## src/rtl/rx_timer_pkg.sv

```systemverilog
// ---------------------------------------------------------------------------
// rx_timer_pkg
// Shared types and constants for the UART receive frame timer.
//   rx_timer_state_t : frame timer FSM states
//   MIN_BIT_PERIOD   : smallest bit period accepted (shorter values clamp up)
//   MIN_DATA_SIZE    : smallest data bit count accepted (zero clamps up)
// ---------------------------------------------------------------------------
package rx_timer_pkg;

   typedef enum logic [2:0] {
      IDLE,
      START,
      DATA,
      PARITY,
      STOP
   } rx_timer_state_t;

   localparam int MIN_BIT_PERIOD = 2;
   localparam int MIN_DATA_SIZE  = 1;

endpackage

```

## src/rtl/sync_flex_counter.sv

```systemverilog
// ---------------------------------------------------------------------------
// sync_flex_counter
// Up-counter with programmable rollover. It counts 1..rollover_val and then
// wraps back to 1, so after a clear the first enabled cycle reads 1.
//   clk           : system clock
//   rst           : synchronous active-high reset, count returns to 0
//   clear         : synchronous clear to 0, wins over count_enable
//   count_enable  : advance the count this cycle
//   rollover_val  : terminal value
//   count_out     : current count
//   rollover_flag : count_out equals rollover_val (combinational)
// ---------------------------------------------------------------------------
module sync_flex_counter #(
   parameter int NUM_CNT_BITS = 4
) (
   input  logic                    clk,
   input  logic                    rst,
   input  logic                    clear,
   input  logic                    count_enable,
   input  logic [NUM_CNT_BITS-1:0] rollover_val,
   output logic [NUM_CNT_BITS-1:0] count_out,
   output logic                    rollover_flag
);

   assign rollover_flag = (count_out == rollover_val);

   // Count register; reaching the terminal value wraps to 1 rather than 0
   // so that a full period spans exactly rollover_val enabled cycles.
   always_ff @(posedge clk) begin
      if (rst) begin
         count_out <= '0;
      end else if (clear) begin
         count_out <= '0;
      end else if (count_enable) begin
         if (rollover_flag) begin
            count_out <= NUM_CNT_BITS'(1);
         end else begin
            count_out <= count_out + NUM_CNT_BITS'(1);
         end
      end
   end

endmodule

```

## src/rtl/rx_frame_timer.sv

```systemverilog
// ---------------------------------------------------------------------------
// rx_frame_timer
// Generates mid-bit sample strobes for one UART receive frame: start bit,
// data bits, optional parity bit and one or two stop bits.
//   clk, rst      : clock and synchronous active-high reset
//   start         : frame request, accepted only when idle
//   abort         : drop the current frame (ignored when idle)
//   data_size     : data bits per frame, latched at start (0 treated as 1)
//   bit_period    : clocks per bit, latched at start (<2 treated as 2)
//   parity_en     : frame carries a parity bit, latched at start
//   two_stop      : frame carries two stop bits, latched at start
//   busy          : frame in progress
//   start_strobe  : start bit sample point
//   shift_strobe  : data bit sample point, bit_index names the bit
//   parity_strobe : parity bit sample point
//   stop_strobe   : stop bit sample point
//   packet_done   : pulse coincident with the final stop strobe
// ---------------------------------------------------------------------------
module rx_frame_timer
   import rx_timer_pkg::*;
#(
   parameter int PERIOD_BITS = 14,
   parameter int SIZE_BITS   = 4
) (
   input  logic                   clk,
   input  logic                   rst,
   input  logic                   start,
   input  logic                   abort,
   input  logic [SIZE_BITS-1:0]   data_size,
   input  logic [PERIOD_BITS-1:0] bit_period,
   input  logic                   parity_en,
   input  logic                   two_stop,
   output logic                   busy,
   output logic                   start_strobe,
   output logic                   shift_strobe,
   output logic [SIZE_BITS-1:0]   bit_index,
   output logic                   parity_strobe,
   output logic                   stop_strobe,
   output logic                   packet_done
);

   rx_timer_state_t        state;
   logic [PERIOD_BITS-1:0] bit_period_q;
   logic [SIZE_BITS-1:0]   data_size_q;
   logic                   parity_en_q;
   logic                   two_stop_q;

   logic [PERIOD_BITS-1:0] half_period;
   logic [PERIOD_BITS-1:0] cycle_count;
   logic [PERIOD_BITS-1:0] cycle_roll;
   logic                   cycle_flag;
   logic                   cycle_clear;
   logic                   cycle_enable;

   logic [SIZE_BITS-1:0]   slot_count;
   logic [SIZE_BITS-1:0]   slot_roll;
   logic                   slot_flag;
   logic                   slot_clear;
   logic                   slot_enable;

   logic                   start_accept;
   logic                   abort_active;
   logic                   bit_tick;
   logic                   last_data;

   assign half_period  = bit_period_q >> 1;
   assign start_accept = (state == IDLE) && start;
   assign abort_active = abort && (state != IDLE);

   // A bit tick is the cycle counter hitting its terminal value; an abort
   // in the same cycle suppresses every strobe.
   assign bit_tick      = cycle_flag && !abort_active;
   assign start_strobe  = bit_tick && (state == START);
   assign shift_strobe  = bit_tick && (state == DATA);
   assign parity_strobe = bit_tick && (state == PARITY);
   assign stop_strobe   = bit_tick && (state == STOP);
   assign packet_done   = stop_strobe && slot_flag;
   assign last_data     = shift_strobe && slot_flag;
   assign bit_index     = shift_strobe ? slot_count : '0;
   assign busy          = (state != IDLE);

   // The cycle counter starts counting in the accept cycle so that the start
   // bit strobe lands half a period later; afterwards each strobe wraps it
   // to 1 and the next strobe follows a full period later.
   assign cycle_roll   = (state == START) ? half_period : bit_period_q;
   assign cycle_enable = start_accept || (state != IDLE);
   assign cycle_clear  = abort_active || packet_done || ((state == IDLE) && !start);

   // The slot counter indexes data bits while in DATA, then is reused to
   // count stop bits, so it is cleared on the way out of DATA.
   assign slot_roll   = (state == STOP) ? SIZE_BITS'(two_stop_q)
                                        : (data_size_q - SIZE_BITS'(1));
   assign slot_enable = shift_strobe || stop_strobe;
   assign slot_clear  = (state == IDLE) || abort_active || last_data || packet_done;

   sync_flex_counter #(
      .NUM_CNT_BITS (PERIOD_BITS)
   ) cycle_counter (
      .clk           (clk),
      .rst           (rst),
      .clear         (cycle_clear),
      .count_enable  (cycle_enable),
      .rollover_val  (cycle_roll),
      .count_out     (cycle_count),
      .rollover_flag (cycle_flag)
   );

   sync_flex_counter #(
      .NUM_CNT_BITS (SIZE_BITS)
   ) slot_counter (
      .clk           (clk),
      .rst           (rst),
      .clear         (slot_clear),
      .count_enable  (slot_enable),
      .rollover_val  (slot_roll),
      .count_out     (slot_count),
      .rollover_flag (slot_flag)
   );

   // Frame FSM plus configuration capture. Configuration is only sampled in
   // the accept cycle, so later input changes cannot disturb a frame.
   always_ff @(posedge clk) begin
      if (rst) begin
         state        <= IDLE;
         bit_period_q <= '0;
         data_size_q  <= '0;
         parity_en_q  <= 1'b0;
         two_stop_q   <= 1'b0;
      end else if (abort_active) begin
         state <= IDLE;
      end else begin
         case (state)
            IDLE: begin
               if (start) begin
                  state        <= START;
                  bit_period_q <= (bit_period < PERIOD_BITS'(MIN_BIT_PERIOD))
                                  ? PERIOD_BITS'(MIN_BIT_PERIOD) : bit_period;
                  data_size_q  <= (data_size == '0)
                                  ? SIZE_BITS'(MIN_DATA_SIZE) : data_size;
                  parity_en_q  <= parity_en;
                  two_stop_q   <= two_stop;
               end
            end
            START: begin
               if (start_strobe) begin
                  state <= DATA;
               end
            end
            DATA: begin
               if (last_data) begin
                  state <= parity_en_q ? PARITY : STOP;
               end
            end
            PARITY: begin
               if (parity_strobe) begin
                  state <= STOP;
               end
            end
            STOP: begin
               if (packet_done) begin
                  state <= IDLE;
               end
            end
            default: begin
               state <= IDLE;
            end
         endcase
      end
   end

endmodule

```

## config.mk

```make
export PLATFORM = sky130hd
export DESIGN_NAME = rx_frame_timer
export DESIGN_NICKNAME = d
export VERILOG_FILES = /design/src/rtl/rx_timer_pkg.sv /design/src/rtl/sync_flex_counter.sv /design/src/rtl/rx_frame_timer.sv
export SDC_FILE = /design/constraint.sdc
export NUM_CORES = 1
export LEC_CHECK = 0
export ABC_AREA = 1
export BUFFER_PORTS_ARGS = -buffer_cell sky130_fd_sc_hd__buf_2
export CAP_MARGIN = 20
export CORE_MARGIN = 1
export CORE_UTILIZATION = 50
export DETAILED_ROUTE_END_ITERATION = 8
export MAX_ROUTING_LAYER = met4
export PLACE_DENSITY = 0.72
export SYNTH_ARGS = -nofsm -noshare
export SYNTH_HDL_FRONTEND = slang
export SYNTH_SLANG_ARGS = --single-unit
```

## constraint.sdc

```tcl
create_clock -name clk -period 2.3 [get_ports clk]
set_clock_uncertainty 0.2 [all_clocks]
set_input_delay 0.115 -clock clk [delete_from_list [all_inputs] [get_ports clk]]
set_output_delay 0.115 -clock clk [all_outputs]
set_load 0.05 [all_outputs]
```

Word-level counts from Yosys, hierarchy flattened
Cells that the tools add are included.
{ "word_totals": {"mem_bits_rw": 0, "word_cells": 64, "mem_count": 0, "ff_bits": 41, "output_inout_bits": 10, "rom_bits": 0, "latch_bits": 0} }
{ "op_classes": {"n_eq_ne": 11, "magnitude_cmp": 1, "n_div": 0, "n_reduce_logical": 27, "shifts": 0, "n_mux": 14, "mul": 0, "bitwise_logic": 1, "add_sub_neg": 3} }
{ "op_table": {"columns": ["cell", "n"], "rows": [
  ["14-bit 2-to-1 mux", 3],
  ["3-bit 2-to-1 mux", 6],
  ["4-bit 2-to-1 mux", 4],
  ["3-bit case mux with 5 select lines", 1],
  ["14-bit by 1-bit adder with 14-bit output, second input constant", 1],
  ["14-bit == test", 1],
  ["14-bit by 2-bit less-than comparator with 1-bit output, second input constant", 1],
  ["1-bit logical AND", 10],
  ["2-bit != test, second input constant", 5],
  ["1-bit logical OR", 7],
  ["3-bit by 2-bit == test with 1-bit output, second input constant", 2],
  ["2-bit OR reduction", 3],
  ["5-bit AND reduction", 1],
  ["4-bit by 1-bit adder with 4-bit output, second input constant", 1],
  ["4-bit == test", 1],
  ["4-bit logical NOT", 1],
  ["4-bit by 1-bit subtractor with 4-bit output, second input constant", 1],
  ["3-bit by 1-bit == test with 1-bit output, second input constant", 1],
  ["3-bit == test, second input constant", 1],
  ["3-bit logical NOT", 1],
  ["3-bit AND reduction", 1],
  ["3-bit nonzero test", 1],
  ["1-bit logical NOT", 2],
  ["1-bit NOT", 1]
]} }

Depth between registers and ports, before layout
Gate-level depths: netlist of the first run.
{ "logic_depth": {"word_depth": 9, "mapped_depth": 19, "mapped_depth_nobuf": 17} }

Hierarchy
From an unflattened synthesis of the first run, not the netlist that was laid out.
{ "unflattened": {"hier_cells": 417, "hier_area_um2": 2631.3} }
{ "by_module_without_submodules": {"columns": ["module", "instances", "area_each_um2", "cells_each"], "rows": [
  ["rx_frame_timer", 1, 1381.3, 200],
  ["sync_flex_counter at cycle_counter", 1, 964.7, 165],
  ["sync_flex_counter at slot_counter", 1, 285.3, 52]
]} }

Least setup slack after synthesis of the first run
OpenSTA, ideal clock, no wires.
{ "synth_timing": {"path_kind": "flip-flop to output port", "start": "reg state[0]", "end": "out parity_strobe", "n_path_buf": 2, "arrival_ns": 2.373, "setup_slack_ns": -0.388, "path_stages_with_launch": 13, "path_cell_list": "dfxtp_1 buf_4 nand2_1 nor2_2 buf_4 nand2_1 nand3_1 nand2_1 nor2_1 nand2_1 nor2_2 nand3_2 nor3_1"} }
{ "synth_via": {"elab_chain_len": 5} }
{ "synth_rtl": {"columns": ["element", "line_no", "text"], "rows": [
  ["start: declaration", "rx_frame_timer.sv:42", "rx_timer_state_t state;"],
  ["start signal: assignment", "rx_frame_timer.sv:151", "state <= parity_en_q ? PARITY : STOP;"],
  ["3-bit by 1-bit == test with 1-bit output or 3-bit nonzero test (tied branches)", "rx_frame_timer.sv:85, rx_frame_timer.sv:68", null],
  ["14-bit 2-to-1 mux or 1-bit logical AND (tied branches)", "rx_frame_timer.sv:85, rx_frame_timer.sv:68", null],
  ["14-bit == test or 1-bit logical NOT (tied branches)", "sync_flex_counter.sv:25, rx_frame_timer.sv:72", null],
  ["1-bit logical AND", "rx_frame_timer.sv:72", "assign bit_tick = cycle_flag && !abort_active;"],
  ["1-bit logical AND *", "rx_frame_timer.sv:75", "assign parity_strobe = bit_tick && (state == PARITY);"],
  ["end: declaration", "rx_frame_timer.sv:37", "output logic parity_strobe,"]
]} }
Mark *: on every way between the ends. The rest lies on a longest branch, timed or not.

Worst setup path after layout of the first run
{ "layout_timing": {"start": "reg state[2]", "end": "out bit_index[1]"} }
{ "layout_via": {"elab_chain_len": 6} }
{ "layout_rtl": {"columns": ["element", "line_no", "text"], "rows": [
  ["3-bit by 1-bit == test with 1-bit output or 3-bit nonzero test (tied branches)", "rx_frame_timer.sv:85, rx_frame_timer.sv:68", null],
  ["14-bit 2-to-1 mux or 1-bit logical AND (tied branches)", "rx_frame_timer.sv:85, rx_frame_timer.sv:68", null],
  ["14-bit == test or 1-bit logical NOT (tied branches)", "sync_flex_counter.sv:25, rx_frame_timer.sv:72", null],
  ["1-bit logical AND", "rx_frame_timer.sv:72", null],
  ["1-bit logical AND *", "rx_frame_timer.sv:74", "assign shift_strobe = bit_tick && (state == DATA);"],
  ["4-bit 2-to-1 mux *", "rx_frame_timer.sv:79", "assign bit_index = shift_strobe ? slot_count : '0;"],
  ["end: declaration", "rx_frame_timer.sv:36", "output logic [SIZE_BITS-1:0] bit_index,"]
]} }
Marks and branches as above.

==> flow_results.xml, run 1 <==
<?xml version="1.0" encoding="UTF-8"?>
<metrics>
  <group name="status">
    <metric name="status" unit="">finished with violations</metric>
    <metric name="violated_checks" unit="">negative setup slack</metric>
  </group>
  <group name="drt">
    <metric name="first_pass_iters" unit="">5</metric>
    <metric name="final_antenna_net_count" unit="">0</metric>
    <metric name="wl_met3" unit="um">382</metric>
    <metric name="drt-initial-drc-count" unit="">262</metric>
    <metric name="avgViaCountPerCell" unit="">5.42</metric>
    <metric name="top_signal_layer_used" unit="">met4</metric>
    <metric name="detail_route.wirelength.met1" unit="um">3600</metric>
    <metric name="drt_wl_total" unit="um">8790</metric>
    <metric name="routed-via-count" unit="">3268</metric>
    <metric name="detail_route.drc_violations" unit="">0</metric>
    <metric name="routed-wl-met2" unit="um">4540</metric>
    <metric name="detail_route.wl_per_cell" unit="um">14.6</metric>
  </group>
  <group name="setup_path">
    <metric name="worstPathMaxFanout" unit="">5</metric>
    <metric name="setup.worst_path.start_class" unit="">register</metric>
    <metric name="slowest_delay" unit="ns">0.34</metric>
    <metric name="critical_path.n_buffers_inverters" unit="">4</metric>
    <metric name="critical_path_required" unit="ns">1.99</metric>
    <metric name="crit_slowest_cell" unit="">sky130_fd_sc_hd__dfxtp_2</metric>
    <metric name="worst_ep_arrival_time" unit="ns">2.38</metric>
    <metric name="critPathTopFamily" unit="">simple AND/OR/NAND/NOR gates</metric>
    <metric name="worstSetupEndpointType" unit="">primary output</metric>
    <metric name="timing.critical_path.cells" unit="">inv_4, nand2_4, nor2_4, clkbuf_16, nand2_1, nand3_2, nand2_1, nor2_1, nand2_1, nor2_4, nand3_4, inv_6, nand2_8, nor2_4, buf_8</metric>
    <metric name="criticalPathCategory" unit="">reg -&gt; out</metric>
  </group>
  <group name="grt">
    <metric name="sum_of_overflow_across_all_layers_after_global_routing" unit="">0</metric>
    <metric name="grt_pass1_vias" unit="">2819</metric>
    <metric name="global_route_wire_length_before_repair" unit="um">12400</metric>
    <metric name="antenna_found_initial" unit="">0</metric>
    <metric name="groute.usage.overall" unit="">0.298</metric>
    <metric name="pin_count_of_the_biggest_net_entering_global_routing" unit="">24</metric>
  </group>
  <group name="yosys">
    <metric name="post_synth_inst_count" unit="">444</metric>
    <metric name="yosysTopAreaCell" unit="">sky130_fd_sc_hd__dfxtp_1</metric>
    <metric name="synth.top_cells.by_area" unit="">sky130_fd_sc_hd__dfxtp_1 30%, sky130_fd_sc_hd__nand2_1 16%, sky130_fd_sc_hd__inv_1 9.2%</metric>
    <metric name="syn-num-nets" unit="">471</metric>
    <metric name="yosys.cell_count.top_type" unit="">sky130_fd_sc_hd__nand2_1</metric>
    <metric name="ys_warn_count" unit="">0</metric>
    <metric name="combinational_family_with_the_most_area_after_synthesis" unit="">simple AND/OR/NAND/NOR gates</metric>
    <metric name="dominantRegCellSynth" unit="">sky130_fd_sc_hd__dfxtp_1</metric>
    <metric name="yosys-mux-area-fraction" unit="">0</metric>
    <metric name="synth.cells.most_frequent" unit="">115 x sky130_fd_sc_hd__nand2_1, 66 x sky130_fd_sc_hd__inv_1, 51 x sky130_fd_sc_hd__nor2_1</metric>
    <metric name="yosysSeqAreaShare" unit="">0.303</metric>
    <metric name="synth_cell_type_count" unit="">28</metric>
    <metric name="synth-compound-area-share" unit="">0.121</metric>
    <metric name="yosys_top_cell_area_share" unit="">0.303</metric>
    <metric name="synth_enable_flop_cells" unit="">0</metric>
    <metric name="post_synth_instance_area" unit="um2">2710</metric>
    <metric name="yosys.area_share.simple" unit="">0.405</metric>
    <metric name="synth-adder-area-share" unit="">0.0139</metric>
    <metric name="postSynthRegisterBits" unit="">41</metric>
    <metric name="syn-mean-instance-area" unit="um2">6.09</metric>
    <metric name="synth_xor_xnor_area_share" unit="">0.0324</metric>
    <metric name="synth_async_sr_flop_share" unit="">0</metric>
  </group>
  <group name="worst_hold_path">
    <metric name="worstHoldPathType" unit="">in -&gt; reg</metric>
  </group>
  <group name="timing">
    <metric name="final_period_minus_worst_setup_slack" unit="ns">2.70</metric>
    <metric name="setup_violations" unit="">30</metric>
    <metric name="maxClockFrequency" unit="MHz">371</metric>
    <metric name="hold-worst-slack" unit="ns">0.179</metric>
    <metric name="rsz0062_at_grt" unit="">true</metric>
    <metric name="timing.final.crit_share" unit="">1.17</metric>
    <metric name="tightestPinTransition" unit="ns">0.695</metric>
    <metric name="relSlewSlack" unit="">0.535</metric>
    <metric name="maxSlewViolCount" unit="">0</metric>
    <metric name="worst_setup_margin" unit="ns">-0.398</metric>
    <metric name="report.final.hold_viol_count" unit="">0</metric>
  </group>
  <group name="layout">
    <metric name="fraction_of_final_layout_cells_with_drive_strength_greater_than_1" unit="">0.236</metric>
    <metric name="design.final.nets" unit="">559</metric>
    <metric name="multi_input_area" unit="um2">1750</metric>
    <metric name="areaGrowthSynthToFinish" unit="%">44.8</metric>
    <metric name="nFillCells" unit="">391</metric>
    <metric name="final-seq-area" unit="um2">827</metric>
    <metric name="antennaDiodeCount" unit="">0</metric>
    <metric name="layout.core_utilization" unit="">0.757</metric>
  </group>
  <group name="clocking">
    <metric name="tritoncts" unit="">done</metric>
    <metric name="h_tree_lvls" unit="">2</metric>
    <metric name="clkSlewWorstSetupHoldPaths" unit="ns">0.08</metric>
    <metric name="cts_inserted_buffers" unit="">5</metric>
    <metric name="clock-root-buffer" unit="">sky130_fd_sc_hd__clkbuf_8</metric>
    <metric name="clkLatencyLatePin" unit="ns">0.31</metric>
    <metric name="cts_max_path_buffers" unit="">2</metric>
    <metric name="tritoncts_num_sinks" unit="">41</metric>
  </group>
  <group name="floorplan">
    <metric name="initial_core_util" unit="">0.523</metric>
    <metric name="die_width" unit="um">75.6</metric>
    <metric name="placeableCoreArea" unit="um2">5170</metric>
    <metric name="die_y" unit="um">75.6</metric>
    <metric name="floorplan.io_pins" unit="">34</metric>
    <metric name="floorplan.rows" unit="">26</metric>
    <metric name="die_area" unit="um2">5710</metric>
  </group>
  <group name="place">
    <metric name="gpl.final_weighted_congestion" unit="">0.933</metric>
    <metric name="count_of_port_buffers_added_during_placement" unit="">33</metric>
    <metric name="dp_hpwl" unit="um">5320</metric>
    <metric name="dp_worst_setup_slack" unit="ns">-0.107</metric>
  </group>
  <group name="pwr">
    <metric name="p_per_area" unit="nW/um2">998</metric>
    <metric name="leakage_power_total" unit="nW">1.72</metric>
    <metric name="vdd.ir_drop.worst" unit="mV">0.651</metric>
  </group>
  <group name="flow_run">
    <metric name="max_cap_viol_count" unit="">0</metric>
  </group>
</metrics>
per-layer routing:
layer / track usage / vias to the layer above
li1: - / 1613
met1: 0.335 / 1504
met2: 0.531 / 125
met3: 0.0463 / 26
met4: 0.113 / 0
met5: - / -
path summary, 6_finish.rpt:
check,from,to,slack (ns),depth (start not counted)
worst max register to register,state[2],state[1],-0.35,19
worst min register to register,data_size_q[0],data_size_q[0],0.29,2
worst max-delay path,state[2],bit_index[1],-0.40,15
worst min-delay path,start,cycle_counter.count_out[0],0.18,6
metrics by stage:
step	area, um2	power, W	cells	TNS (ns)
after global placement	3170	0.00265	560	-0.140
after CTS	3600	0.00337	591	-2.60
after floorplan	2720	0.00209	444	-1.33
after global routing	3920	0.00415	603	-12.55
after detailed placement	3170	0.00266	560	-1.23
final	3920	0.00391	603	-8.71
cell type report:
| type | count | area share |
|---|---|---|
| clock buffer | 5 | 0.0176 |
| clock inverter | 3 | 0.0118 |
| inverter | 70 | 0.0706 |
| multi-input combinational | 321 | 0.446 |
| sequential | 41 | 0.211 |
| tap | 70 | 0.0224 |
| timing repair buffer | 93 | 0.220 |
kinds of logic (layout without fill, tap and decap cells):
group	Yosys count	in the layout
AOI/OAI and AO/OA	58	58
xor gates and xnor gates	10	10
adders and majority gates	3	3
buffers and inverters	83	171
DFF	41	41
and+or+nand+nor	249	250
state kept, by name, indices dropped and copies added (netlist names):
signal,count
bit_period_q,14
cycle_counter.count_out,14
data_size_q,4
parity_en_q,1
slot_counter.count_out,4
state,3
two_stop_q,1
layout by cell type (no fill, tap or decap), types with 3 or more instances in the layout:
| cell type | instances |
|---|---|
| sky130_fd_sc_hd__nand2_1 | 103 |
| sky130_fd_sc_hd__inv_1 | 65 |
| sky130_fd_sc_hd__nor2_1 | 46 |
| sky130_fd_sc_hd__dfxtp_1 | 38 |
| sky130_fd_sc_hd__nand3_1 | 34 |
| sky130_fd_sc_hd__buf_4 | 27 |
| sky130_fd_sc_hd__buf_2 | 24 |
| sky130_fd_sc_hd__dlygate4sd3_1 | 22 |
| sky130_fd_sc_hd__o21ai_0 | 19 |
| sky130_fd_sc_hd__a21oi_1 | 16 |
| sky130_fd_sc_hd__nand4_1 | 12 |
| sky130_fd_sc_hd__nand3_2 | 10 |
| sky130_fd_sc_hd__xor2_1 | 9 |
| sky130_fd_sc_hd__a211oi_1 | 9 |
| sky130_fd_sc_hd__nor3_1 | 8 |
| sky130_fd_sc_hd__buf_6 | 8 |
| sky130_fd_sc_hd__nor2_4 | 7 |
| sky130_fd_sc_hd__nand2_2 | 7 |
| sky130_fd_sc_hd__nor4_1 | 7 |
| sky130_fd_sc_hd__o21ai_1 | 6 |
| sky130_fd_sc_hd__buf_12 | 6 |
| sky130_fd_sc_hd__nand2_4 | 5 |
| sky130_fd_sc_hd__clkbuf_8 | 5 |
| sky130_fd_sc_hd__o211ai_1 | 4 |
| sky130_fd_sc_hd__nand3b_1 | 4 |
| sky130_fd_sc_hd__buf_8 | 4 |
| sky130_fd_sc_hd__ha_1 | 3 |
worst register-to-register path: stages (launching register included):
cell	delay, ns
sky130_fd_sc_hd__dfxtp_2	0.34
sky130_fd_sc_hd__inv_4	0.07
sky130_fd_sc_hd__nand2_4	0.06
sky130_fd_sc_hd__nor2_4	0.23
sky130_fd_sc_hd__clkbuf_16	0.21
sky130_fd_sc_hd__nand2_2	0.05
sky130_fd_sc_hd__nand3_2	0.06
sky130_fd_sc_hd__nand2_1	0.07
sky130_fd_sc_hd__nor2_1	0.10
sky130_fd_sc_hd__nand2_1	0.09
sky130_fd_sc_hd__nor2_4	0.14
sky130_fd_sc_hd__buf_4	0.13
sky130_fd_sc_hd__buf_6	0.08
sky130_fd_sc_hd__buf_6	0.07
sky130_fd_sc_hd__buf_4	0.10
sky130_fd_sc_hd__nand4_1	0.12
sky130_fd_sc_hd__nand2_2	0.17
sky130_fd_sc_hd__nand3_2	0.09
sky130_fd_sc_hd__nand2_1	0.07
sky130_fd_sc_hd__nor2_1	0.07
where the power goes:
| group | internal [W] | switching (W) | leakage, nW |
|---|---|---|---|
| Clock | 0.000325 | 0.000272 | 0.0543 |
| Combinational | 0.000995 | 0.00135 | 1.32 |
| Sequential | 0.000839 | 0.000124 | 0.337 |
| Total | 0.00216 | 0.00175 | 1.72 |
repair_timing:
action	4_1_cts	5_1_grt
resized for setup	28	54
endpoints found under the hold margin	24	0
gates cloned	0	4
buffers inserted	1	9
hold buffers	22	0
setup endpoints to repair	29	30
pin swaps	2	21
(Power assumes the default switching activity.)
==> run 2, diff against run 1 <==
--- a/config.mk
+++ b/config.mk
@@ -8,11 +8,11 @@
 export ABC_AREA = 1
 export BUFFER_PORTS_ARGS = -buffer_cell sky130_fd_sc_hd__buf_2
 export CAP_MARGIN = 20
-export CORE_MARGIN = 1
 export CORE_UTILIZATION = 50
 export DETAILED_ROUTE_END_ITERATION = 8
+export GPL_TIMING_DRIVEN = 0
 export MAX_ROUTING_LAYER = met4
-export PLACE_DENSITY = 0.72
+export PLACE_DENSITY_LB_ADDON = 0.08
 export SYNTH_ARGS = -nofsm -noshare
 export SYNTH_HDL_FRONTEND = slang
 export SYNTH_SLANG_ARGS = --single-unit
==> run 2 against run 1 <==
The flow still finishes with violations (negative setup slack). Combinational power fell by 14%. Largest power group unchanged. Critical path depth is the same. Worst hold slack worse by 0.10 ns. Largest cell class unchanged. Clock power fell by 17%. Maximum frequency increased by 2.4%. Critical path type unchanged. First-iteration DRC count grew 1.5%. Critical endpoint is now bit_index[3]. Die area is the same. Sequential cell count unchanged.
==> flow_results.xml, run 2 (synthesis gave the netlist of run 1 again) <==
<?xml version="1.0" encoding="UTF-8"?>
<metrics>
  <group name="place">
    <metric name="count_of_port_buffers_added_during_placement" unit="">33</metric>
    <metric name="gpl.final_weighted_congestion" unit="">0.921</metric>
    <metric name="number_of_placed_cells_counting_well_taps" unit="">547</metric>
    <metric name="dp_hpwl" unit="um">5580</metric>
  </group>
  <group name="drt">
    <metric name="avgViaCountPerCell" unit="">5.43</metric>
    <metric name="drt_wl_total" unit="um">8350</metric>
    <metric name="drt-initial-drc-count" unit="">266</metric>
    <metric name="first_pass_iters" unit="">5</metric>
    <metric name="detail_route.drc_violations" unit="">0</metric>
    <metric name="detail_route.wl_per_cell" unit="um">14.1</metric>
    <metric name="final_antenna_net_count" unit="">0</metric>
    <metric name="routed-via-count" unit="">3222</metric>
  </group>
  <group name="timing">
    <metric name="report.final.hold_viol_count" unit="">0</metric>
    <metric name="setup_violations" unit="">30</metric>
    <metric name="relSlewSlack" unit="">0.496</metric>
    <metric name="worst_setup_margin" unit="ns">-0.335</metric>
    <metric name="final_period_minus_worst_setup_slack" unit="ns">2.64</metric>
    <metric name="maxClockFrequency" unit="MHz">379</metric>
    <metric name="rsz0062_at_grt" unit="">true</metric>
    <metric name="timing.final.crit_share" unit="">1.15</metric>
    <metric name="tightestPinTransition" unit="ns">0.754</metric>
    <metric name="maxSlewViolCount" unit="">0</metric>
    <metric name="setup-tns-final" unit="ns">-7.24</metric>
  </group>
  <group name="clocking">
    <metric name="clkLatencyLatePin" unit="ns">0.30</metric>
    <metric name="cts_max_path_buffers" unit="">2</metric>
    <metric name="cts_inserted_buffers" unit="">5</metric>
    <metric name="tritoncts_num_sinks" unit="">41</metric>
    <metric name="clock-root-buffer" unit="">sky130_fd_sc_hd__clkbuf_8</metric>
    <metric name="h_tree_lvls" unit="">2</metric>
    <metric name="tritoncts" unit="">done</metric>
    <metric name="clkSlewWorstSetupHoldPaths" unit="ns">0.09</metric>
  </group>
  <group name="layout">
    <metric name="layout_top_registers" unit="">bit_period_q: 14 flops, cycle_counter.count_out: 14 flops</metric>
    <metric name="layout.cells.most_common_list" unit="">102 x sky130_fd_sc_hd__nand2_1, 63 x sky130_fd_sc_hd__inv_1, 45 x sky130_fd_sc_hd__nor2_1</metric>
    <metric name="design.final.nets" unit="">549</metric>
    <metric name="final-instance-count-excl-fill" unit="">593</metric>
    <metric name="antennaDiodeCount" unit="">0</metric>
    <metric name="areaGrowthSynthToFinish" unit="%">37.2</metric>
    <metric name="fraction_of_final_layout_cells_with_drive_strength_greater_than_1" unit="">0.208</metric>
    <metric name="layout_commonest_cell" unit="">sky130_fd_sc_hd__nand2_1</metric>
  </group>
  <group name="setup_path">
    <metric name="criticalPathCategory" unit="">reg -&gt; out</metric>
    <metric name="worstSetupEndpointType" unit="">primary output</metric>
    <metric name="worst_ep_arrival_time" unit="ns">2.32</metric>
    <metric name="critical_path.reg2reg.startpoint" unit="">state[0]</metric>
    <metric name="critical_path_required" unit="ns">1.99</metric>
    <metric name="worstSetupStartpoint" unit="">state[0]</metric>
    <metric name="crit_slowest_cell" unit="">sky130_fd_sc_hd__dfxtp_2</metric>
    <metric name="slowest_delay" unit="ns">0.33</metric>
    <metric name="setup.worst_path.start_class" unit="">register</metric>
    <metric name="worstPathMaxFanout" unit="">6</metric>
    <metric name="timing.critical_path.cells" unit="">buf_6, nand2_4, nor2_4, buf_6, nand2_4, nand3_2, nand2_1, nor2_1, nand2_1, nor2_4, nand3_4, inv_6, nand2_8, nor2_4, buf_6</metric>
  </group>
  <group name="grt">
    <metric name="pin_count_of_the_biggest_net_entering_global_routing" unit="">15</metric>
    <metric name="sum_of_overflow_across_all_layers_after_global_routing" unit="">0</metric>
    <metric name="groute.usage.overall" unit="">0.330</metric>
    <metric name="global_route_wire_length_before_repair" unit="um">13700</metric>
    <metric name="antenna_found_initial" unit="">0</metric>
    <metric name="grt_pass1_vias" unit="">2951</metric>
  </group>
  <group name="pwr">
    <metric name="leakage_power_total" unit="nW">1.59</metric>
    <metric name="vdd.ir_drop.worst" unit="mV">0.610</metric>
    <metric name="p_per_area" unit="nW/um2">937</metric>
  </group>
  <group name="floorplan">
    <metric name="die_area" unit="um2">5710</metric>
    <metric name="floorplan.io_pins" unit="">34</metric>
    <metric name="initial_core_util" unit="">0.523</metric>
    <metric name="placeableCoreArea" unit="um2">5170</metric>
    <metric name="floorplan.rows" unit="">26</metric>
    <metric name="die_width" unit="um">75.6</metric>
    <metric name="die_y" unit="um">75.6</metric>
  </group>
  <group name="worst_hold_path">
    <metric name="worstHoldPathType" unit="">in -&gt; reg</metric>
    <metric name="min-delay-start" unit="">start</metric>
  </group>
  <group name="status">
    <metric name="violated_checks" unit="">negative setup slack</metric>
    <metric name="status" unit="">finished with violations</metric>
  </group>
  <group name="flow_run">
    <metric name="max_cap_viol_count" unit="">0</metric>
  </group>
</metrics>
run 2: cell count changes in the layout (fill, tap and decap cells not counted), moves of 4 or more:
cell,before,now
sky130_fd_sc_hd__o21ai_0,19,24
sky130_fd_sc_hd__buf_4,27,11
sky130_fd_sc_hd__nand3_2,10,6
sky130_fd_sc_hd__o21ai_1,6,2
sky130_fd_sc_hd__buf_12,6,1
sky130_fd_sc_hd__buf_6,8,16
sky130_fd_sc_hd__clkbuf_1,0,6
run 2: worst paths after layout:
path              cells past startpoint  slack [ns]                          to
setup / recovery                     15       -0.34                bit_index[3]
hold / removal                        4        0.08              data_size_q[2]
setup reg to reg                     20       -0.27  cycle_counter.count_out[1]
hold reg to reg                       2        0.28              data_size_q[3]
run 2: routing by layer:
| metal | track usage | wire (um) |
|---|---|---|
| met5 | - | 0 |
| met4 | 0.117 | 161 |
| met3 | 0.0622 | 525 |
| met2 | 0.542 | 4020 |
| met1 | 0.404 | 3640 |
run 2: final cells by class:
class                      instances  area, um2
multi-input combinational        320       1730
timing repair buffer              71        607
buffer                            13       93.8
tap                               70       87.6
clock inverter                     3       22.5
inverter                          70        277
fill                             434       1460
sequential                        41        827
clock buffer                       5       68.8
run 2: worst max-delay path: cells and delay by family (launching register included):
kind	cells	cell delay, ns
flops	1	0.33
buf+inv	4	0.55
simple gates	11	1.12
run 2: stage by stage:
| step | setup slack, ns | utilization | hold WS, ns | cell area (um2) | total power (W) |
|---|---|---|---|---|---|
| 6_report | -0.335 | 0.718 | 0.0757 | 3710 | 0.00348 |
| 4_1_cts | -0.273 | 0.699 | 0.125 | 3610 | 0.00334 |
| 3_3_place_gp | -0.320 | 0.574 | 0.175 | 2970 | 0.00244 |
| 5_1_grt | -0.432 | 0.718 | 0.108 | 3710 | 0.00374 |
| 3_5_place_dp | -0.350 | 0.574 | 0.182 | 2970 | 0.00245 |
| 2_1_floorplan | -0.219 | - | -0.00653 | 2720 | 0.00209 |
run 2: power breakdown:
group	leakage, nW	total, W	switching (W)	internal, W
Clock	0.0364	0.000497	0.000284	0.000213
Sequential	0.337	0.000955	0.000117	0.000838
Combinational	1.21	0.00203	0.00128	0.000745
run 2: repair_timing:
| item | 4_1_cts | 5_1_grt |
|---|---|---|
| resized for setup | 66 | 22 |
| buffers inserted | 10 | 2 |
| cloned | 3 | 0 |
| pin swaps | 12 | 14 |
| endpoints found under the hold margin | 24 | 0 |
| hold buffers | 23 | 0 |
| setup endpoints to repair | 30 | 31 |
==> run 3, diff against run 2 <==
--- a/config.mk
+++ b/config.mk
@@ -5,7 +5,6 @@
 export SDC_FILE = /design/constraint.sdc
 export NUM_CORES = 1
 export LEC_CHECK = 0
-export ABC_AREA = 1
 export BUFFER_PORTS_ARGS = -buffer_cell sky130_fd_sc_hd__buf_2
 export CAP_MARGIN = 20
 export CORE_UTILIZATION = 50
==> run 3 against run 2 <==
Clock-buffer cell count rose by 1. Clock power fell by 8.7%. Critical endpoint is now bit_index[1]. The run still ends with negative setup slack left. Sequential power fell by 16%. Routed wire length fell by 19%. Worst setup slack got worse by 0.49 ns. Critical path depth fell by 3. Synthesized cell count fell by 31%. Maximum frequency fell by 16%. First-iteration DRC count fell by 28%.
==> flow_results.xml, run 3 <==
<?xml version="1.0" encoding="UTF-8"?>
<metrics>
  <group name="floorplan">
    <metric name="initial_core_util" unit="">0.538</metric>
    <metric name="die_y" unit="um">71.6</metric>
    <metric name="placeableCoreArea" unit="um2">4500</metric>
    <metric name="die_width" unit="um">71.6</metric>
    <metric name="floorplan.io_pins" unit="">34</metric>
    <metric name="die_area" unit="um2">5130</metric>
    <metric name="floorplan.rows" unit="">24</metric>
  </group>
  <group name="setup_path">
    <metric name="crit_slowest_cell" unit="">sky130_fd_sc_hd__dfxtp_2</metric>
    <metric name="worstSetupEndpointType" unit="">primary output</metric>
    <metric name="critical_path_required" unit="ns">1.99</metric>
    <metric name="critPathTopFamily" unit="">simple AND/OR/NAND/NOR gates</metric>
    <metric name="critical_path.reg2reg.startpoint" unit="">state[2]</metric>
    <metric name="rr_endpoint" unit="">slot_counter.count_out[3]</metric>
    <metric name="slowest_delay" unit="ns">0.33</metric>
    <metric name="r2r_cells" unit="">10</metric>
    <metric name="criticalPathCategory" unit="">reg -&gt; out</metric>
    <metric name="worst-r2r-setup-slack" unit="ns">-0.55</metric>
    <metric name="worst_ep_arrival_time" unit="ns">2.81</metric>
    <metric name="worstSetupStartpoint" unit="">state[2]</metric>
    <metric name="worstPathMaxFanout" unit="">8</metric>
    <metric name="setup.worst_path.start_class" unit="">register</metric>
    <metric name="timing.critical_path.cells" unit="">buf_6, nor3b_4, buf_6, buf_8, mux2i_4, o221ai_2, nor4_2, nand3_2, nor4b_4, buf_4, and2_4, buf_8</metric>
    <metric name="critical_path.n_buffers_inverters" unit="">5</metric>
  </group>
  <group name="yosys">
    <metric name="synth_enable_flop_cells" unit="">0</metric>
    <metric name="postSynthRegisterBits" unit="">41</metric>
    <metric name="syn-mean-instance-area" unit="um2">7.87</metric>
    <metric name="syn-num-nets" unit="">335</metric>
    <metric name="synth_cell_type_count" unit="">53</metric>
    <metric name="dominantRegCellSynth" unit="">sky130_fd_sc_hd__dfxtp_1</metric>
    <metric name="post_synth_instance_area" unit="um2">2420</metric>
    <metric name="ys_warn_count" unit="">0</metric>
    <metric name="post_synth_inst_count" unit="">308</metric>
    <metric name="yosysTopAreaCell" unit="">sky130_fd_sc_hd__dfxtp_1</metric>
    <metric name="synth.cells.most_frequent" unit="">52 x sky130_fd_sc_hd__nand2_1, 41 x sky130_fd_sc_hd__dfxtp_1, 29 x sky130_fd_sc_hd__nor2_1</metric>
    <metric name="synth_async_sr_flop_share" unit="">0</metric>
    <metric name="yosysSeqAreaShare" unit="">0.339</metric>
    <metric name="yosys_top_cell_area_share" unit="">0.339</metric>
    <metric name="synth.top_cells.by_area" unit="">sky130_fd_sc_hd__dfxtp_1 34%, sky130_fd_sc_hd__nand2_1 8.1%, sky130_fd_sc_hd__xnor2_1 5.4%</metric>
    <metric name="yosys.cell_count.top_type" unit="">sky130_fd_sc_hd__nand2_1</metric>
  </group>
  <group name="layout">
    <metric name="layout_top_registers" unit="">bit_period_q: 14 flops, cycle_counter.count_out: 14 flops</metric>
    <metric name="nFillCells" unit="">355</metric>
    <metric name="layout.core_utilization" unit="">0.739</metric>
    <metric name="layout_commonest_cell" unit="">sky130_fd_sc_hd__nand2_1</metric>
    <metric name="areaGrowthSynthToFinish" unit="%">37.4</metric>
    <metric name="postLayoutCellArea" unit="um2">3330</metric>
    <metric name="layout.cells.most_common_list" unit="">51 x sky130_fd_sc_hd__nand2_1, 39 x sky130_fd_sc_hd__dfxtp_1, 27 x sky130_fd_sc_hd__nor2_1</metric>
    <metric name="fraction_of_final_layout_cells_with_drive_strength_greater_than_1" unit="">0.251</metric>
    <metric name="design.final.nets" unit="">408</metric>
    <metric name="antennaDiodeCount" unit="">0</metric>
  </group>
  <group name="drt">
    <metric name="detail_route.drc_violations" unit="">0</metric>
    <metric name="avgViaCountPerCell" unit="">5.71</metric>
    <metric name="detail_route.wl_per_cell" unit="um">15.6</metric>
    <metric name="top_signal_layer_used" unit="">met4</metric>
    <metric name="detail_route.wirelength.met1" unit="um">3180</metric>
    <metric name="first_pass_iters" unit="">7</metric>
    <metric name="routed-via-count" unit="">2480</metric>
    <metric name="drt-initial-drc-count" unit="">192</metric>
    <metric name="drt_wl_total" unit="um">6770</metric>
    <metric name="routed-wl-met2" unit="um">3190</metric>
    <metric name="final_antenna_net_count" unit="">0</metric>
    <metric name="wl_met3" unit="um">330</metric>
  </group>
  <group name="timing">
    <metric name="final_period_minus_worst_setup_slack" unit="ns">3.13</metric>
    <metric name="maxClockFrequency" unit="MHz">320</metric>
    <metric name="rsz0062_at_grt" unit="">true</metric>
    <metric name="setup-tns-final" unit="ns">-12.34</metric>
    <metric name="worst_setup_margin" unit="ns">-0.829</metric>
    <metric name="timing.final.crit_share" unit="">1.36</metric>
    <metric name="maxSlewViolCount" unit="">0</metric>
    <metric name="setup_violations" unit="">30</metric>
    <metric name="tightestPinTransition" unit="ns">0.864</metric>
    <metric name="report.final.hold_viol_count" unit="">0</metric>
    <metric name="relSlewSlack" unit="">0.420</metric>
  </group>
  <group name="clocking">
    <metric name="cts_inserted_buffers" unit="">5</metric>
    <metric name="cts_max_path_buffers" unit="">2</metric>
    <metric name="tritoncts" unit="">done</metric>
    <metric name="h_tree_lvls" unit="">2</metric>
    <metric name="clkLatencyLatePin" unit="ns">0.29</metric>
    <metric name="clock-root-buffer" unit="">sky130_fd_sc_hd__clkbuf_8</metric>
    <metric name="tritoncts_num_sinks" unit="">41</metric>
    <metric name="clkSlewWorstSetupHoldPaths" unit="ns">0.07</metric>
  </group>
  <group name="pwr">
    <metric name="leakage_power_total" unit="nW">1.24</metric>
    <metric name="vdd.ir_drop.worst" unit="mV">0.453</metric>
    <metric name="proportion_of_power_drawn_by_flip_flops_and_latches" unit="">0.432</metric>
    <metric name="power.total" unit="W">0.00185</metric>
    <metric name="clockPowerShare" unit="">0.245</metric>
    <metric name="combinationalPowerShare" unit="">0.323</metric>
    <metric name="switching_power" unit="W">0.000613</metric>
    <metric name="p_per_area" unit="nW/um2">556</metric>
    <metric name="internal_power" unit="W">0.00124</metric>
    <metric name="netSwitchingFraction" unit="">0.331</metric>
  </group>
  <group name="place">
    <metric name="gpl.final_weighted_congestion" unit="">0.917</metric>
    <metric name="dpl-instance-area" unit="um2">2730</metric>
    <metric name="dp_worst_setup_slack" unit="ns">-0.792</metric>
    <metric name="count_of_port_buffers_added_during_placement" unit="">33</metric>
    <metric name="dp_hpwl" unit="um">4530</metric>
  </group>
  <group name="worst_hold_path">
    <metric name="min-delay-start" unit="">abort</metric>
    <metric name="whs_path_depth" unit="">4</metric>
    <metric name="timing.hold.worst_endpoint" unit="">state[2]</metric>
    <metric name="worstHoldPathType" unit="">in -&gt; reg</metric>
  </group>
  <group name="flow_run">
    <metric name="max_cap_viol_count" unit="">0</metric>
  </group>
  <group name="grt">
    <metric name="antenna_found_initial" unit="">0</metric>
    <metric name="grt_pass1_vias" unit="">2346</metric>
    <metric name="groute.usage.overall" unit="">0.289</metric>
    <metric name="sum_of_overflow_across_all_layers_after_global_routing" unit="">0</metric>
    <metric name="global_route_wire_length_before_repair" unit="um">11200</metric>
    <metric name="pin_count_of_the_biggest_net_entering_global_routing" unit="">13</metric>
  </group>
  <group name="status">
    <metric name="status" unit="">finished with violations</metric>
    <metric name="violated_checks" unit="">negative setup slack</metric>
  </group>
</metrics>
## run 3: cell count changes in the layout (fill, tap and decap cells not counted), sizes merged, moves of 8 or more
cell    before  now
nand2b       0   10
nand3       45    9
and2         0    8
inv         69   13
nor2        54   29
a21oi       17   25
xnor2        1   15
mux2i        0   13
nand4       12    2
nand2      116   52
o21ai       27    4
## run 3: kinds of logic after synthesis
kind of cell / count (synthesis) / synth area share
AO/OA/AOI/OAI: 53 / 0.144
XOR/XNOR: 23 / 0.0831
adder cells (fa/ha/maj): 3 / 0.0155
buffers and inverters: 26 / 0.0444
flip-flops: 41 / 0.339
multiplexers: 14 / 0.0583
AND/OR/NAND/NOR: 148 / 0.316
## run 3: final cells by class
type                    instances  area, um2  area share
multi-input cells             241       1670       0.501
flip-flops and latches         41        826       0.248
repair buffers                 66        547       0.164
plain buffers                  13       92.6      0.0278
clock buffers                   6       72.6      0.0218
well taps                      52       65.1      0.0195
inverters                      13       48.8      0.0147
clock inverters                 2       10.0     0.00301
## run 3: metrics by stage
stage | instances | hold slack, ns
after floorplan | 308 | 0.0510
after global placement | 393 | 0.167
after detailed placement | 393 | 0.173
after CTS | 432 | 0.000350
after global routing | 434 | 0.0465
final | 434 | 0.0143
## run 3: layer usage
metal | GRT usage | vias to the layer above
met1 | 0.391 | 1176
met2 | 0.459 | 70
met5 | - | -
li1 | - | 1226
met4 | 0.0697 | 0
met3 | 0.0408 | 8
## run 3: power by group through the flow
stage                     Combinational [W]  Clock [W]  Sequential [W]
final                              0.000599   0.000454        0.000800
after global routing               0.000648   0.000494        0.000807
after CTS                          0.000561   0.000458        0.000797
after detailed placement           0.000455          0        0.000812
after global placement             0.000451          0        0.000811
after floorplan                    0.000357          0        0.000797
## run 3: what timing repair did
| item | CTS | global route |
|---|---|---|
| pin swaps | 7 | 1 |
| setup endpoints to repair | 30 | 31 |
| resized for setup | 41 | 12 |
| hold buffers | 20 | 0 |
| endpoints found under the hold margin | 20 | 0 |
| setup buffers | 11 | 2 |
## run 3: worst max-delay path by stage
stage,to,slack (ns),cells past startpoint
2_1_floorplan,bit_index[0],-0.78,10
3_3_place_gp,packet_done,-0.78,11
3_5_place_dp,packet_done,-0.79,11
4_1_cts,bit_index[0],-0.81,12
5_1_grt,bit_index[1],-1.02,12
6_report,bit_index[1],-0.83,12
## run 3: worst register-to-register path, stage by stage (launching register included)
cell	delay [ns]
sky130_fd_sc_hd__dfxtp_2	0.33
sky130_fd_sc_hd__buf_6	0.12
sky130_fd_sc_hd__nor3b_4	0.19
sky130_fd_sc_hd__buf_6	0.16
sky130_fd_sc_hd__buf_8	0.15
sky130_fd_sc_hd__mux2i_4	0.25
sky130_fd_sc_hd__o221ai_2	0.12
sky130_fd_sc_hd__nor4_2	0.29
sky130_fd_sc_hd__nand3_2	0.18
sky130_fd_sc_hd__or4_4	0.62
sky130_fd_sc_hd__o21ai_2	0.17
